--- src/rtl/vga_pipe_pkg.sv ---
// Shared constants and helpers for the VGA pixel-pipeline blocks.
package vga_pipe_pkg;

  localparam int unsigned DefWidth    = 8;
  localparam int unsigned DefMaxDepth = 4;

  // Bit positions of the timing signals inside a VGA timing bundle.
  localparam int unsigned HsBit    = 0;
  localparam int unsigned VsBit    = 1;
  localparam int unsigned BlankBit = 2;

  // Ceiling log2; returns at least 1 for n >= 2.
  function automatic int unsigned clog2(input int unsigned n);
    int unsigned r;
    r = 0;
    for (int unsigned i = 1; i < n; i = i << 1) begin
      r++;
    end
    return r;
  endfunction

endpackage

--- src/rtl/pipe_stage.sv ---
// One {valid, data} register stage of the delay line.
// PIPE_DELAY_RESET_DATA_EN: when defined, rst_i also clears the data register.
module pipe_stage #(
  parameter int unsigned WIDTH = 8
) (
  input  logic             clk_i,
  input  logic             rst_i,
  input  logic             ce_i,
  input  logic             clr_i,
  input  logic             v_i,
  input  logic [WIDTH-1:0] d_i,
  output logic             v_o,
  output logic [WIDTH-1:0] d_o
);

  logic             v_q;
  logic [WIDTH-1:0] d_q;

  // Valid bit: cleared by reset/flush/delay change, otherwise advances on ce.
  always_ff @(posedge clk_i) begin
    if (clr_i) begin
      v_q <= 1'b0;
    end else if (ce_i) begin
      v_q <= v_i;
    end
  end

`ifdef PIPE_DELAY_RESET_DATA_EN
  // Data register with reset; a flush leaves data untouched.
  always_ff @(posedge clk_i) begin
    if (rst_i) begin
      d_q <= '0;
    end else if (ce_i && !clr_i) begin
      d_q <= d_i;
    end
  end
`else
  logic unused_rst;
  assign unused_rst = rst_i;

  // Data register without reset so the chain can map onto shift-register primitives.
  always_ff @(posedge clk_i) begin
    if (ce_i && !clr_i) begin
      d_q <= d_i;
    end
  end
`endif

  assign v_o = v_q;
  assign d_o = d_q;

endmodule

--- src/rtl/pipe_delay_line.sv ---
// Runtime-selectable valid/data delay line with clock enable, flush and settled flag.
// PIPE_DELAY_RESET_DATA_EN: when defined, reset also zeroes every stage's data.
module pipe_delay_line
  import vga_pipe_pkg::*;
#(
  parameter int unsigned WIDTH     = DefWidth,
  parameter int unsigned MAX_DEPTH = DefMaxDepth,
  localparam int unsigned DLY_W    = clog2(MAX_DEPTH + 1)
) (
  input  logic             clk_i,
  input  logic             rst_i,
  input  logic             ce_i,
  input  logic             flush_i,
  input  logic [DLY_W-1:0] dly_i,
  input  logic             in_valid_i,
  input  logic [WIDTH-1:0] in_data_i,
  output logic             out_valid_o,
  output logic [WIDTH-1:0] out_data_o,
  output logic             settled_o
);

  logic [DLY_W-1:0] eff;
  logic [DLY_W-1:0] dly_q, dly_d;
  logic [DLY_W-1:0] cnt_q, cnt_d;
  logic             settled_q, settled_d;
  logic             stage_clr;

  logic             v_in [MAX_DEPTH];
  logic [WIDTH-1:0] d_in [MAX_DEPTH];
  logic             v_s  [MAX_DEPTH];
  logic [WIDTH-1:0] d_s  [MAX_DEPTH];

  // Clamp the requested delay so out-of-range values saturate instead of wrapping.
  always_comb begin
    eff = dly_i;
    if (32'(dly_i) > MAX_DEPTH) begin
      eff = DLY_W'(MAX_DEPTH);
    end
  end

  // A delay change behaves exactly like a flush.
  assign stage_clr = rst_i | flush_i | (eff != dly_q);

  // Next-state for delay register and settle counter.
  always_comb begin
    dly_d = dly_q;
    cnt_d = cnt_q;
    if (stage_clr) begin
      dly_d = eff;
      cnt_d = '0;
    end else if (ce_i && (cnt_q < dly_q)) begin
      cnt_d = cnt_q + DLY_W'(1);
    end
    settled_d = (cnt_d == dly_d);
  end

  // Control state with synchronous reset.
  always_ff @(posedge clk_i) begin
    if (rst_i) begin
      dly_q     <= eff;
      cnt_q     <= '0;
      settled_q <= (eff == '0);
    end else begin
      dly_q     <= dly_d;
      cnt_q     <= cnt_d;
      settled_q <= settled_d;
    end
  end

  for (genvar k = 0; k < MAX_DEPTH; k++) begin : g_stage
    if (k == 0) begin : g_first
      assign v_in[k] = in_valid_i;
      assign d_in[k] = in_data_i;
    end else begin : g_chain
      assign v_in[k] = v_s[k-1];
      assign d_in[k] = d_s[k-1];
    end

    pipe_stage #(
      .WIDTH(WIDTH)
    ) u_stage (
      .clk_i (clk_i),
      .rst_i (rst_i),
      .ce_i  (ce_i),
      .clr_i (stage_clr),
      .v_i   (v_in[k]),
      .d_i   (d_in[k]),
      .v_o   (v_s[k]),
      .d_o   (d_s[k])
    );
  end

  // Output tap: zero delay passes the input straight through; reset masks valid.
  always_comb begin
    out_valid_o = in_valid_i;
    out_data_o  = in_data_i;
    for (int k = 0; k < MAX_DEPTH; k++) begin
      if (eff == DLY_W'(k + 1)) begin
        out_valid_o = v_s[k];
        out_data_o  = d_s[k];
      end
    end
    if (rst_i) begin
      out_valid_o = 1'b0;
    end
  end

  assign settled_o = settled_q;

endmodule

--- config.mk ---
export PLATFORM = sky130hd
export DESIGN_NAME = pipe_delay_line
export DESIGN_NICKNAME = d
export VERILOG_FILES = /design/src/rtl/vga_pipe_pkg.sv /design/src/rtl/pipe_stage.sv /design/src/rtl/pipe_delay_line.sv
export SDC_FILE = /design/constraint.sdc
export NUM_CORES = 1
export LEC_CHECK = 0
export CAP_MARGIN = 5
export CORE_UTILIZATION = 35
export DETAILED_ROUTE_END_ITERATION = 12
export PLACE_DENSITY = 0.65
export SYNTH_ARGS = -nofsm -noshare
export SYNTH_HDL_FRONTEND = slang
export SYNTH_SLANG_ARGS = --single-unit
--- constraint.sdc ---
create_clock -name clk_i -period 3.85 [get_ports clk_i]
set_input_delay 0.77 -clock clk_i [delete_from_list [all_inputs] [get_ports clk_i]]
set_output_delay 0.77 -clock clk_i [all_outputs]
set_load 0.01 [all_outputs]
==> results by group <==
Routing
  – Avg WL per Cell: between 10 and 15 um
  – Total number of vias: between 1,000 and 1,500
  – Top Layer Used: met4
  – Iter 0 DRT Violations: 98
  – Total iterations of the first detailed-routing run: 4
  – Met3 wire length: roughly 120 um
  – Final wirelength: 3700 um
  – Routed vias/inst: 5.09
  – Wl on met1: approximately 1800 um
  – # DRC: 0
  – Met2 WL: 1720 um
  – Antenna-violating nets left: 0

Synthesis
  – Cell area after synthesis: 0.00194 sq mm
  – Register area share after synthesis: a little over 60%
  – Synth warn: 0
  – Post-synth EDFFs: 32
  – Cell variety after synth: 35
  – Yosys reg bits: 43
  – Post-synth top flop: edfxtp_1
  – Syn_nets: 179
  – Post-Synthesis Cells: 160
  – Synth async-reset ratio: 0%
  – Mean Syn Cell Area: 12.1 sq um

GRT
  – Largest net degree at the start of global routing: 33
  – First-pass GRT wire length: 6330 um
  – Total track usage: 14.0%
  – Vias in the first global route: 1,281
  – Antenna violations before repair: 0
  – GRT overflow: 0

Cells and area
  – Fillers: 488
  – Area grow syn2layout: 25.0%
  – Most common cell after layout, fill and taps aside: edfxtp_1
  – Final #Nets: between 200 and 250
  – Layout cells sized above 1: 11.5%
  – Antenna Cells: 0
  – Finished Layout Cells: 261
  – Leading cell types in the layout, fill and taps excluded: edfxtp_1, clkdlybuf4s50_1, mux2i_1
  – Footprint of the multi-input gates: approximately 690 sq um
  – FF+latch area: roughly 0.0012 sq mm

CTS
  – CTS root buf: clkbuf_8
  – CTS tree: yes
  – CTS max path bufs: 2
  – Post-CTS Repair Setup Buffers: 0
  – Worst-skew pair later-pin latency: 0.29 ns
  – H-Tree Level Count: 2
  – Clk sink count: 43
  – Clock Pin Slew Worst Setup and Hold Paths: 0.08 ns
  – Inserted Clock Buffers: 5

Setup path
  – R2r worst-path depth: 6
  – CP bufs+invs: 2
  – CP required: 3.08 ns
  – Crit. End Element: primary output
  – Max incr delay on CP: 0.58 ns
  – Critical Path, Cell by Cell: clkdlybuf4s50_1, nand2b_1, o22ai_1, a211oi_1, a21oi_1, o21ai_0, clkdlybuf4s50_1
  – Most used cell, CP: clkdlybuf4s50_1
  – Dominant delay contributor by cell family on the critical path: buffers and inverters
  – Top fanout value on the critical path: 8
  – Worst Setup SP: dly_i[0]
  – CP Class: in -> out
  – Crit path DAT: 2.88 ns
  – Instance count on the critical path: 7
  – Reg-to-reg startpoint: dly_q[0]$_DFF_P_
  – Slowest CP cell: clkdlybuf4s50_1
  – Crit start category: input pin

Power and ir drop
  – Pwr dens: 392 mW/mm^2
  – Pleak: 0.868 nW
  – Maximum VDD drop: between 0.0002 and 0.00025 V

Placement
  – Dpl cells: 253
  – Post-DP HPWL: approximately 2600 um
  – Dpl ws: approximately 0.13 ns
  – RePlAce Congestion: 0.753
  – Port-buffer cells: 25

Hold path
  – Min-Delay Startpoint: g_stage[0].u_stage.d_o[5]$_DFFE_PP_
  – Worst hold stages: 0
  – Min-Delay Path Class: reg -> reg

Die
  – Initial Util: 37.2%
  – Die width: 76.4 um
  – # IOs: 26
  – Die footprint: 0.00584 sq mm
  – Die H: 76.4 um
  – Core Rows: 26
  – Core box area: approximately 0.0052 sq mm

STA
  – Slew headroom: 71.3%
  – Setup TNS: 0 ns
  – Layout Skew: 0.00471 ns
  – RSZ-0062 raised after global routing: false
  – Fin crit share: a little over nine tenths
  – Fin. max-slew vios: 0
  – Worst Max-Slew Pin Slew: 0.431 ns
  – Worst Setup Slack, final: 0.199 ns
  – Hold slack: 0.454 ns
  – Final Critical Period: 3.65 ns
  – # setup viols final: 0
  – Final Hold Vio Count: 0
  – Achievable Freq: 0.274 GHz

Status
  – Status: finished clean

Run
  – Max Cap Viol: 0
[layer usage]
| layer | GRT usage, % | vias up |
|---|---|---|
| li1 | - | 662 |
| met1 | 18.5 | 634 |
| met2 | 21.2 | 25 |
| met3 | 3.35 | 7 |
| met4 | 7.50 | 0 |
| met5 | 0 | - |
[cell usage after synthesis (2+ instances only)]
cell	number	area, sq um
a31oi_1	2	12.5
and2b_1	2	15.0
or3_1	2	12.5
nor2_1	8	30.0
a21oi_1	9	45.0
ha_1	3	37.5
o21ai_0	12	60.1
clkbuf_1	7	26.3
mux2i_1	14	140
a211oi_1	10	75.1
nand2_1	11	41.3
o22ai_1	8	50.1
xor2_1	2	17.5
edfxtp_1	32	961
buf_1	3	11.3
inv_1	3	11.3
dfxtp_1	11	220
nor2b_1	4	25.0
[worst register-to-register path: cells and delay by family, from the launching register on]
kind	cells	cell delay, ns
AO/OA/AOI/OAI	4	0.93
AND/OR/NAND/NOR	2	0.68
flip-flops	1	0.36
[per-stage QoR]
step                      util, %  power (mW)  cell area (sq um)
after global routing         46.5       0.986               2420
after global placement       44.4       0.621               2310
after detailed placement     44.4       0.622               2310
final                        46.5       0.951               2420
after floorplan                 -       0.571               1940
after CTS                    46.4       0.962               2420
[cell type report]
class | count | share of cell area, %
Multi-Input combinational cell | 101 | 28.4
Clock buffer | 5 | 2.84
Timing Repair Buffer | 35 | 14.2
Tap cell | 70 | 3.62
Clock inverter | 3 | 1.60
Sequential cell | 43 | 48.8
Inverter | 4 | 0.620
[cell families after synthesis]
group	after synthesis	synth area share, %
simple gates	32	8.39
mux	14	7.23
xor+xnor	3	1.36
flops	43	60.9
fa+ha+maj	3	1.94
buf+inv	16	3.68
compound gates	49	16.5
[worst paths after layout]
| path | end | slack [ns] |
|---|---|---|
| min reg2reg | g_stage[1].u_stage.d_o[5]$_DFFE_PP_ | 0.45 |
| min | g_stage[1].u_stage.d_o[5]$_DFFE_PP_ | 0.45 |
| max reg2reg | settled_o$_DFF_P_ | 1.77 |
| max | out_data_o[2] | 0.20 |
[sequential cells by signal, indices dropped and copies added (netlist names)]
name / flops
dly_q: 3
settled_o: 1
g_stage.u_stage.d_o: 32
cnt_q: 3
g_stage.u_stage.v_o: 4
[what timing repair did]
item                                    CTS  global route
resized for setup                         0             2
hold buffers                              0             0
endpoints found under the setup margin    0             3
[power breakdown]
part	internal [mW]	switching, mW	total (mW)
sequential	0.500	0.00298	0.503
combinational	0.0562	0.0512	0.107
clock	0.190	0.151	0.340
total	0.746	0.205	0.951
Power figures use the tool's default switching activity.
